--- src/rtl/parity_pkg.sv ---
// Shared types and helpers for the streaming parity frame generator.
// The FSM enum is used only when PARITY_LRC_EN is defined.
package parity_pkg;

  // Widest word par_of() can reduce; narrower words are zero-extended, which leaves parity unchanged.
  localparam int unsigned PAR_MAX_W = 256;

  typedef enum logic [0:0] {
    ST_DATA,
    ST_TRAIL
  } state_e;

  function automatic logic par_of(input logic [PAR_MAX_W-1:0] data, input logic odd);
    return (^data) ^ odd;
  endfunction

endpackage

--- src/rtl/parity_calc.sv ---
// Combinational parity of a DATA_W-bit word, inverted when ODD is set.
// DATA_W must not exceed PAR_MAX_W.
module parity_calc
  import parity_pkg::*;
#(
  parameter int unsigned DATA_W = 8,
  parameter bit          ODD    = 1'b0
) (
  input  logic [DATA_W-1:0] data_i,
  output logic              par_o
);

  logic [PAR_MAX_W-1:0] data_ext;

  assign data_ext = PAR_MAX_W'(data_i);
  assign par_o    = par_of(data_ext, ODD);

endmodule

--- src/rtl/parity_frame_gen.sv ---
// Streaming per-word parity generator with frame tracking and a completed-frame counter.
// Define PARITY_LRC_EN to append an LRC trailer beat after each frame.
module parity_frame_gen
  import parity_pkg::*;
#(
  parameter int unsigned DATA_W = 8,
  parameter bit          ODD    = 1'b0,
  parameter int unsigned CNT_W  = 16
) (
  input  logic              clk_i,
  input  logic              rst_i,
  input  logic              s_valid_i,
  output logic              s_ready_o,
  input  logic [DATA_W-1:0] s_data_i,
  input  logic              s_last_i,
  output logic              m_valid_o,
  input  logic              m_ready_i,
  output logic [DATA_W-1:0] m_data_o,
  output logic              m_par_o,
  output logic              m_last_o,
  output logic              m_trailer_o,
  output logic [CNT_W-1:0]  frame_cnt_o
);

  logic              m_valid_q, m_valid_d;
  logic [DATA_W-1:0] m_data_q, m_data_d;
  logic              m_par_q, m_par_d;
  logic              m_last_q, m_last_d;
  logic              m_trailer_q, m_trailer_d;
  logic [CNT_W-1:0]  frame_cnt_q, frame_cnt_d;

  logic out_free, in_acc, out_xfer, in_par;
  logic trail_load, lrc_par;
  logic [DATA_W-1:0] lrc_q;

  assign out_free = !m_valid_q || m_ready_i;
  assign in_acc   = s_valid_i && s_ready_o;
  assign out_xfer = m_valid_q && m_ready_i;

  parity_calc #(
    .DATA_W(DATA_W),
    .ODD   (ODD)
  ) u_in_par (
    .data_i(s_data_i),
    .par_o (in_par)
  );

`ifdef PARITY_LRC_EN
  localparam bit LrcEn = 1'b1;

  state_e            state_q, state_d;
  logic [DATA_W-1:0] lrc_d;

  parity_calc #(
    .DATA_W(DATA_W),
    .ODD   (ODD)
  ) u_lrc_par (
    .data_i(lrc_q),
    .par_o (lrc_par)
  );

  always_ff @(posedge clk_i) begin
    if (rst_i) begin
      state_q <= ST_DATA;
    end else begin
      state_q <= state_d;
    end
  end

  always_comb begin
    state_d = state_q;
    unique case (state_q)
      ST_DATA:  if (in_acc && s_last_i) state_d = ST_TRAIL;
      ST_TRAIL: if (out_free) state_d = ST_DATA;
      default:  state_d = ST_DATA;
    endcase
  end

  always_comb begin
    s_ready_o  = !rst_i && out_free && (state_q == ST_DATA);
    trail_load = (state_q == ST_TRAIL) && out_free;
  end

  // Trailer load clears the accumulator for the next frame.
  always_comb begin
    lrc_d = lrc_q;
    if (trail_load) begin
      lrc_d = '0;
    end else if (in_acc) begin
      lrc_d = lrc_q ^ s_data_i;
    end
  end

  always_ff @(posedge clk_i) begin
    if (rst_i) begin
      lrc_q <= '0;
    end else begin
      lrc_q <= lrc_d;
    end
  end
`else
  localparam bit LrcEn = 1'b0;

  assign trail_load = 1'b0;
  assign lrc_par    = 1'b0;
  assign lrc_q      = '0;

  always_comb begin
    s_ready_o = !rst_i && out_free;
  end
`endif

  always_comb begin
    m_valid_d   = m_valid_q;
    m_data_d    = m_data_q;
    m_par_d     = m_par_q;
    m_last_d    = m_last_q;
    m_trailer_d = m_trailer_q;
    if (in_acc) begin
      m_valid_d   = 1'b1;
      m_data_d    = s_data_i;
      m_par_d     = in_par;
      m_last_d    = LrcEn ? 1'b0 : s_last_i;
      m_trailer_d = 1'b0;
    end else if (trail_load) begin
      m_valid_d   = 1'b1;
      m_data_d    = lrc_q;
      m_par_d     = lrc_par;
      m_last_d    = 1'b1;
      m_trailer_d = 1'b1;
    end else if (out_free) begin
      m_valid_d = 1'b0;
    end
  end

  always_comb begin
    frame_cnt_d = frame_cnt_q;
    if (out_xfer && m_last_q) begin
      frame_cnt_d = frame_cnt_q + CNT_W'(1);
    end
  end

  always_ff @(posedge clk_i) begin
    if (rst_i) begin
      m_valid_q   <= 1'b0;
      m_data_q    <= '0;
      m_par_q     <= 1'b0;
      m_last_q    <= 1'b0;
      m_trailer_q <= 1'b0;
      frame_cnt_q <= '0;
    end else begin
      m_valid_q   <= m_valid_d;
      m_data_q    <= m_data_d;
      m_par_q     <= m_par_d;
      m_last_q    <= m_last_d;
      m_trailer_q <= m_trailer_d;
      frame_cnt_q <= frame_cnt_d;
    end
  end

  assign m_valid_o   = m_valid_q;
  assign m_data_o    = m_data_q;
  assign m_par_o     = m_par_q;
  assign m_last_o    = m_last_q;
  assign m_trailer_o = m_trailer_q;
  assign frame_cnt_o = frame_cnt_q;

endmodule
--- config.mk ---
export PLATFORM = sky130hd
export DESIGN_NAME = parity_frame_gen
export DESIGN_NICKNAME = d
export VERILOG_FILES = /design/src/rtl/parity_pkg.sv /design/src/rtl/parity_calc.sv /design/src/rtl/parity_frame_gen.sv
export SDC_FILE = /design/constraint.sdc
export NUM_CORES = 1
export LEC_CHECK = 0
export ABC_AREA = 1
export ABC_CLOCK_PERIOD_IN_PS = 1460
export BUFFER_PORTS_ARGS = -buffer_cell sky130_fd_sc_hd__buf_2
export CORE_AREA = 2 2 57 59
export CTS_BUF_LIST = sky130_fd_sc_hd__clkbuf_4 sky130_fd_sc_hd__clkbuf_8 sky130_fd_sc_hd__clkbuf_16
export DETAILED_ROUTE_END_ITERATION = 8
export DIE_AREA = 0 0 59 61
export PLACE_DENSITY = 0.73
export RECOVER_POWER = 100
export SYNTH_ARGS = -nofsm -noshare
export SYNTH_HDL_FRONTEND = slang
export SYNTH_SLANG_ARGS = --single-unit
--- constraint.sdc ---
create_clock -name clk_i -period 1.46 [get_ports clk_i]
set_clock_uncertainty 0.05 [all_clocks]
set_input_delay 0.365 -clock clk_i [delete_from_list [all_inputs] [get_ports clk_i]]
set_output_delay 0.365 -clock clk_i [all_outputs]
set_load 0.01 [all_outputs]
==> impl_metrics.toml, run 1 <==
[status]
status = "finished clean"

[global_route]
overflow = 0
maximum_number_of_pins_on_one_net_before_global_route_repair = 20
met1_usage_in_global_routing_pct = 20.6
number_of_antenna_violations_at_the_first_check_in_global_routing = 0
grt.busiest_layer = "met2"
track_usage_pct = 15.8
met2_track_demand_over_resource_in_global_routing_pct = 27.0
first_global_vias = 1124
gr_layer_usage_met3_pct = 1.92
wire_length_of_the_first_global_routing_pass_um = 4480

[critical_path]
critPathLaunchType = "flip-flop"
regToRegEndpoint = "m_par_o"
crit_type = "flip-flop to output pin"
critPathMaxFanout = 2
cp.required_ns = 1.04
critPathCaptureType = "output pin"
cp.arrival_ns = 1.01
critical-path-slowest-cell = "sky130_fd_sc_hd__dfxtp_2"
worstPathCellList = "inv_2 -> nor2_4 -> nor2_2 -> buf_2"
timing.reg2reg.worst_path_depth = 10
largest_incremental_delay_on_the_critical_path_ns = 0.37
crit-reg2reg-launch = "m_valid_o"
r2r_slack_ns = 0.16

[power]
p_switching_uw = 340
power_frac_clock_pct = 25.3
pwr_cell_area_nw_per_um2 = 775
worst_ir_drop_vdd_uv = 348
share_seq_of_total_power_pct = 60.7
internal_power_uw = 938
power.leakage_uw = 0.000856
p_sw_share_pct = 26.6
combinational_power_share_pct = 14.0

[routing]
detail_route.iter0.violations = 33
post-route-drc-count = 0
detailroute.via_count = 1327
drtAntennaViolNets = 0
post_drt_wl_per_cell_um = 9.13
dr.pass1.iters = 4
detail_route.vias_per_cell = 4.61
detail_route.wirelength_um = 2630

[hold_path]
min_delay_path_depth = 3
hp-start = "s_last_i"
hp-class = "primary input to flip-flop"
holdPathEnd = "m_last_o"

[sta]
final_min_period_over_clock_period_pct = 97.5
setup_tns_ns = 0
slew_viol_final = 0
grt_setup_unrepaired = "yes"
max_clock_freq_mhz = 702
final.min_clock_period_ns = 1.42
finalHoldViolations = 0
setup_ws_ns = 0.0365
setup_viols_final = 0

[layout]
final_cell_area_um2 = 1650
insertedDiodeCount = 0
finalNetCount = 270
area_growth_syn_to_layout_pct = 20.8
drive_above_1_share_pct = 24.3
finish.utilization_pct = 55.8
final.fill_count = 306

[yosys]
synth-seq-cells = 27
ys_warn_count = 0
postSynthAreaPerCell_um2 = 6.50
synth_top_cell_area_share_pct = 39.6
syn_inst = 210
synth_top_area_cell = "sky130_fd_sc_hd__dfxtp_1"
yosys.cell_types.count = 24
post_synth_instance_area_um2 = 1370
synth_area_leaders = "sky130_fd_sc_hd__dfxtp_1, sky130_fd_sc_hd__nand2_1, sky130_fd_sc_hd__inv_1, sky130_fd_sc_hd__nor2_1, sky130_fd_sc_hd__nand3_1"
synth_fp_nets = 224
sequential_cell_area_fraction_in_the_yosys_report_pct = 39.6

[clocking]
tritoncts.num_buffers = 3
clock-root-buffer = "sky130_fd_sc_hd__clkbuf_4"
tritoncts = "done"
ctsHtreeMaxLevel = 1
insertion_delay_ns = 0.32
clockBufferDepth = 2
number_of_clock_sinks_seen_by_cts = 27
worst_setup_hold_path_clk_slew_ns = 0.14

[placement]
io_buffer_count = 40
dp_hpwl_um = 2050
dpl_cell_area_um2 = 1590
gpl.final_weighted_congestion = 0.788
place_worst_setup_slack_ns = 0.171

[die]
die-width_um = 59
ios = 42
die_height_um = 61
coreArea_um2 = 2950
placement_rows = 20
die_area_um2 = 3600
initial_core_util_pct = 46.2

[flow_run]
timing.max_cap.violations = 0
[layout make-up]
class / instances / area, um^2 / area share [%]
Tap cell: 33 / 41.3 / 2.50
Multi-Input combinational cell: 150 / 689 / 41.8
Clock inverter: 1 / 5.00 / 0.303
Sequential cell: 27 / 542 / 32.9
Inverter: 29 / 111 / 6.75
Clock buffer: 3 / 22.5 / 1.37
Timing Repair Buffer: 45 / 238 / 14.4
[sequential cells by signal (all words and copies together) (netlist names)]
name	flops
m_data_o	8
m_valid_o	1
m_last_o	1
frame_cnt_o	16
m_par_o	1
[worst max-delay path by stage]
| stage | startpoint | end | slack [ns] | cells past startpoint |
|---|---|---|---|---|
| floorplan | frame_cnt_o[0] | frame_cnt_o[8] | 0.26 | 6 |
| global placement | m_ready_i | frame_cnt_o[13] | 0.19 | 8 |
| detailed placement | m_ready_i | frame_cnt_o[11] | 0.17 | 8 |
| CTS | m_valid_o | s_ready_o | 0.02 | 4 |
| global route | m_valid_o | s_ready_o | -0.03 | 4 |
| finish | m_valid_o | s_ready_o | 0.04 | 4 |
[synthesized netlist by cell type]
library cell / n
sky130_fd_sc_hd__nand3_4: 1
sky130_fd_sc_hd__inv_4: 1
sky130_fd_sc_hd__ha_1: 1
sky130_fd_sc_hd__inv_2: 1
sky130_fd_sc_hd__o21ai_1: 10
sky130_fd_sc_hd__nand2_4: 1
sky130_fd_sc_hd__xnor2_1: 1
sky130_fd_sc_hd__nand3_1: 17
sky130_fd_sc_hd__buf_6: 1
sky130_fd_sc_hd__inv_1: 27
sky130_fd_sc_hd__nand2_2: 2
sky130_fd_sc_hd__nor2_2: 3
sky130_fd_sc_hd__buf_2: 2
sky130_fd_sc_hd__dfxtp_1: 27
sky130_fd_sc_hd__a31oi_1: 1
sky130_fd_sc_hd__a21oi_1: 10
sky130_fd_sc_hd__o21ai_0: 5
sky130_fd_sc_hd__buf_4: 1
sky130_fd_sc_hd__nand2_1: 69
sky130_fd_sc_hd__nor2_1: 24
sky130_fd_sc_hd__conb_1: 1
sky130_fd_sc_hd__nand4_1: 1
sky130_fd_sc_hd__nor2_4: 2
sky130_fd_sc_hd__nor3_1: 1
[timing repair]
action	CTS	global route
hold buffers	0	0
endpoints found under the hold margin	0	0
gates resized for setup	1	2
pin swaps	1	2
setup buffers	2	1
endpoints found under the setup margin	1	1
[routing by layer]
metal | share of wire [%] | up-vias | wire length, um
met4 | 0 | 0 | 0
li1 | - | 742 | -
met3 | 3.4 | 0 | 89
met1 | 49 | 561 | 1300
met5 | 0 | - | 0
met2 | 47 | 24 | 1240
[cells by family (layout without fill, tap and decap cells)]
kind of cell             after synthesis  after routing  share of synthesized area (%)
XOR/XNOR                               1              1                          0.642
flip-flops                            27             27                           39.6
AND/OR/NAND/NOR                      121            121                           38.7
AO/OA/AOI/OAI                         26             26                           9.62
buffers and inverters                 33             78                           10.3
other                                  1              1                          0.275
adder cells (fa/ha/maj)                1              1                          0.916
[power by group through the flow]
| stage | combinational, uW | clock, uW | sequential [uW] |
|---|---|---|---|
| floorplan | 94.7 | 0 | 803 |
| global placement | 166 | 0 | 792 |
| detailed placement | 170 | 0 | 792 |
| CTS | 177 | 343 | 775 |
| global route | 204 | 366 | 779 |
| finish | 179 | 323 | 776 |
[stage by stage]
stage / std cells / hold WS, ns / power, uW
final: 288 / 0.201 / 1280
after global routing: 288 / 0.194 / 1350
after floorplan: 210 / 0.384 / 898
after CTS: 287 / 0.185 / 1300
after global placement: 281 / 0.414 / 958
after detailed placement: 281 / 0.419 / 962
[worst max-delay path, delay by kind of cell (launching register included)]
family | cells | cell delay, ns
flip-flops | 1 | 0.37
buffers and inverters | 2 | 0.17
AND/OR/NAND/NOR | 2 | 0.16
[cells in the final DEF (no fill, tap or decap)]
cell,instances
sky130_fd_sc_hd__nand2_1,69
sky130_fd_sc_hd__buf_2,40
sky130_fd_sc_hd__inv_1,26
sky130_fd_sc_hd__dfxtp_1,26
sky130_fd_sc_hd__nor2_1,24
sky130_fd_sc_hd__nand3_1,17
sky130_fd_sc_hd__a21oi_1,10
sky130_fd_sc_hd__o21ai_1,10
sky130_fd_sc_hd__o21ai_0,5
sky130_fd_sc_hd__buf_4,5
sky130_fd_sc_hd__nor2_4,3
sky130_fd_sc_hd__clkbuf_4,3
sky130_fd_sc_hd__inv_2,2
sky130_fd_sc_hd__nor2_2,2
sky130_fd_sc_hd__nand2_2,2
sky130_fd_sc_hd__nand3_4,1
sky130_fd_sc_hd__inv_4,1
sky130_fd_sc_hd__a31oi_1,1
sky130_fd_sc_hd__nor3_1,1
sky130_fd_sc_hd__nand4_1,1
sky130_fd_sc_hd__nand2_4,1
sky130_fd_sc_hd__xnor2_1,1
sky130_fd_sc_hd__ha_1,1
sky130_fd_sc_hd__conb_1,1
sky130_fd_sc_hd__clkinv_2,1
sky130_fd_sc_hd__dfxtp_2,1
Note: power is estimated with default switching activity, not from simulation.
==> run 2, diff against run 1 <==
--- a/config.mk
+++ b/config.mk
@@ -7,12 +7,11 @@
 export LEC_CHECK = 0
 export ABC_AREA = 1
 export ABC_CLOCK_PERIOD_IN_PS = 1460
-export BUFFER_PORTS_ARGS = -buffer_cell sky130_fd_sc_hd__buf_2
 export CORE_AREA = 2 2 57 59
 export CTS_BUF_LIST = sky130_fd_sc_hd__clkbuf_4 sky130_fd_sc_hd__clkbuf_8 sky130_fd_sc_hd__clkbuf_16
 export DETAILED_ROUTE_END_ITERATION = 8
 export DIE_AREA = 0 0 59 61
-export PLACE_DENSITY = 0.73
+export DONT_BUFFER_PORTS = 1
 export RECOVER_POWER = 100
 export SYNTH_ARGS = -nofsm -noshare
 export SYNTH_HDL_FRONTEND = slang
==> run 2 against run 1 <==
Net effect: hold slack got worse by 0.16 ns; register-to-register slack got worse by 0.04 ns; clock-buffer cell count increased by 1; combinational power decreased by 39%; largest power group unchanged.
==> impl_metrics.toml, run 2 (synthesis results as in run 1) <==
[placement]
dpl_cell_area_um2 = 1450
place_worst_setup_slack_ns = 0.160
gpl.final_weighted_congestion = 0.799
placedCellCount = 249
dp_hpwl_um = 2160
io_buffer_count = 0

[clocking]
tritoncts.num_buffers = 3
tritoncts = "done"
clock-root-buffer = "sky130_fd_sc_hd__clkbuf_4"
number_of_clock_sinks_seen_by_cts = 27
insertion_delay_ns = 0.31
ctsHtreeMaxLevel = 1
clockBufferDepth = 2
cts_hold_buffers = 0
worst_setup_hold_path_clk_slew_ns = 0.14

[power]
pwr_cell_area_nw_per_um2 = 850
power_frac_clock_pct = 27.2
internal_power_uw = 926
combinational_power_share_pct = 8.9
total_power_uw = 1230
p_sw_share_pct = 24.8
power.leakage_uw = 0.000652
p_switching_uw = 306
worst_ir_drop_vdd_uv = 290
share_seq_of_total_power_pct = 63.9

[global_route]
number_of_antenna_violations_at_the_first_check_in_global_routing = 0
overflow = 0
track_usage_pct = 16.8
maximum_number_of_pins_on_one_net_before_global_route_repair = 20
wire_length_of_the_first_global_routing_pass_um = 4680
first_global_vias = 1168

[sta]
setup_tns_ns = 0
finalHoldViolations = 0
max_clock_freq_mhz = 728
final.min_clock_period_ns = 1.37
final_min_period_over_clock_period_pct = 94.0
grt_setup_unrepaired = "no"
slew_viol_final = 0
setup_ws_ns = 0.0872
setup_viols_final = 0

[routing]
detail_route.wirelength_um = 2690
post-route-drc-count = 0
post_drt_wl_per_cell_um = 10.6
dr.pass1.iters = 4
detail_route.iter0.violations = 81
detailroute.via_count = 1228
drtAntennaViolNets = 0
detail_route.vias_per_cell = 4.85

[critical_path]
cp_common_cell = "sky130_fd_sc_hd__nor2_4"
largest_incremental_delay_on_the_critical_path_ns = 0.38
family_with_the_most_delay_on_the_worst_path = "flip-flops"
critPathCaptureType = "output pin"
crit_type = "flip-flop to output pin"
cp.required_ns = 1.04
critical_path.n_buffers_inverters = 1
critical-path-slowest-cell = "sky130_fd_sc_hd__dfxtp_4"
critPathMaxFanout = 3
cp.arrival_ns = 0.96
critPathLaunchType = "flip-flop"
worstPathCellList = "inv_1 -> nor2_4 -> nor2_4"

[die]
ios = 42
coreArea_um2 = 2950
initial_core_util_pct = 46.2
die_area_um2 = 3600
die-width_um = 59
placement_rows = 20
die_height_um = 61

[layout]
layout_common_cells = "sky130_fd_sc_hd__nand2_1, sky130_fd_sc_hd__inv_1, sky130_fd_sc_hd__dfxtp_1, sky130_fd_sc_hd__nor2_1, sky130_fd_sc_hd__nand3_1"
insertedDiodeCount = 0
drive_above_1_share_pct = 7.73
largest_register_ffs = 16
final_cells = 253
finalNetCount = 235
layout.cells.most_common = "sky130_fd_sc_hd__nand2_1"
final_cell_area_um2 = 1450
area_growth_syn_to_layout_pct = 6.14

[hold_path]
hp-class = "primary input to flip-flop"

[flow_run]
timing.max_cap.violations = 0

[status]
status = "finished clean"
==> run 2: changes by cell type in the layout (fill, tap and decap cells not counted), moves of 3 or more <==
cell / before / now
sky130_fd_sc_hd__o21ai_1: 10 / 4
sky130_fd_sc_hd__buf_4: 5 / 2
sky130_fd_sc_hd__clkbuf_1: 0 / 8
sky130_fd_sc_hd__buf_2: 40 / 0
sky130_fd_sc_hd__o21ai_0: 5 / 11
==> run 2: metrics by stage <==
| stage | hold slack (ns) | util [%] |
|---|---|---|
| final | 0.0409 | 49.1 |
| after global routing | 0.0239 | 49.1 |
| after CTS | 0.0237 | 50.3 |
| after detailed placement | 0.391 | 49.2 |
| after global placement | 0.388 | 49.2 |
| after floorplan | 0.384 | - |
==> run 2: path summary, 6_finish.rpt <==
kind | startpoint | endpoint | slack [ns] | cells past startpoint
min reg2reg | frame_cnt_o[3] | frame_cnt_o[3] | 0.49 | 2
max reg2reg | m_valid_o | frame_cnt_o[13] | 0.12 | 7
max | m_valid_o | s_ready_o | 0.09 | 3
min | rst_i | m_valid_o | 0.04 | 1
==> run 2: layout make-up <==
class / count / area, um^2
inverters: 29 / 111
clock buffers: 4 / 30.0
fillers: 311 / 1500
multi-input cells: 150 / 677
well taps: 33 / 41.3
repair buffers: 10 / 45.0
flip-flops and latches: 27 / 544
==> run 2: what timing repair did <==
action,CTS,global route
setup buffers,0,0
hold endpoints to repair,0,0
endpoints found under the setup margin,1,1
resized for setup,1,3
gates cloned,0,0
==> run 2: worst register-to-register path, stage by stage, from the launching register on <==
cell and delay [ns]:
sky130_fd_sc_hd__dfxtp_4 0.39, sky130_fd_sc_hd__nand3_1 0.21, sky130_fd_sc_hd__inv_4 0.18, sky130_fd_sc_hd__nand2_2 0.08, sky130_fd_sc_hd__nor2_4 0.16, sky130_fd_sc_hd__nand3_1 0.09
sky130_fd_sc_hd__nand2_1 0.07, sky130_fd_sc_hd__nor2_1 0.03
==> run 2: routing by layer <==
layer | GRT usage, % | share of wire, % | wire [um]
met5 | 0 | 0 | 0
met4 | 7.47 | 1.0 | 27
met3 | 2.77 | 5.4 | 146
met2 | 30.8 | 51 | 1370
met1 | 19.0 | 43 | 1150
==> run 2: power by group through the flow <==
stage | clock, uW | combinational [uW] | sequential [uW]
6_report | 335 | 110 | 787
5_1_grt | 369 | 131 | 790
4_1_cts | 355 | 115 | 791
3_5_place_dp | 0 | 115 | 806
3_3_place_gp | 0 | 110 | 806
2_1_floorplan | 0 | 94.7 | 803
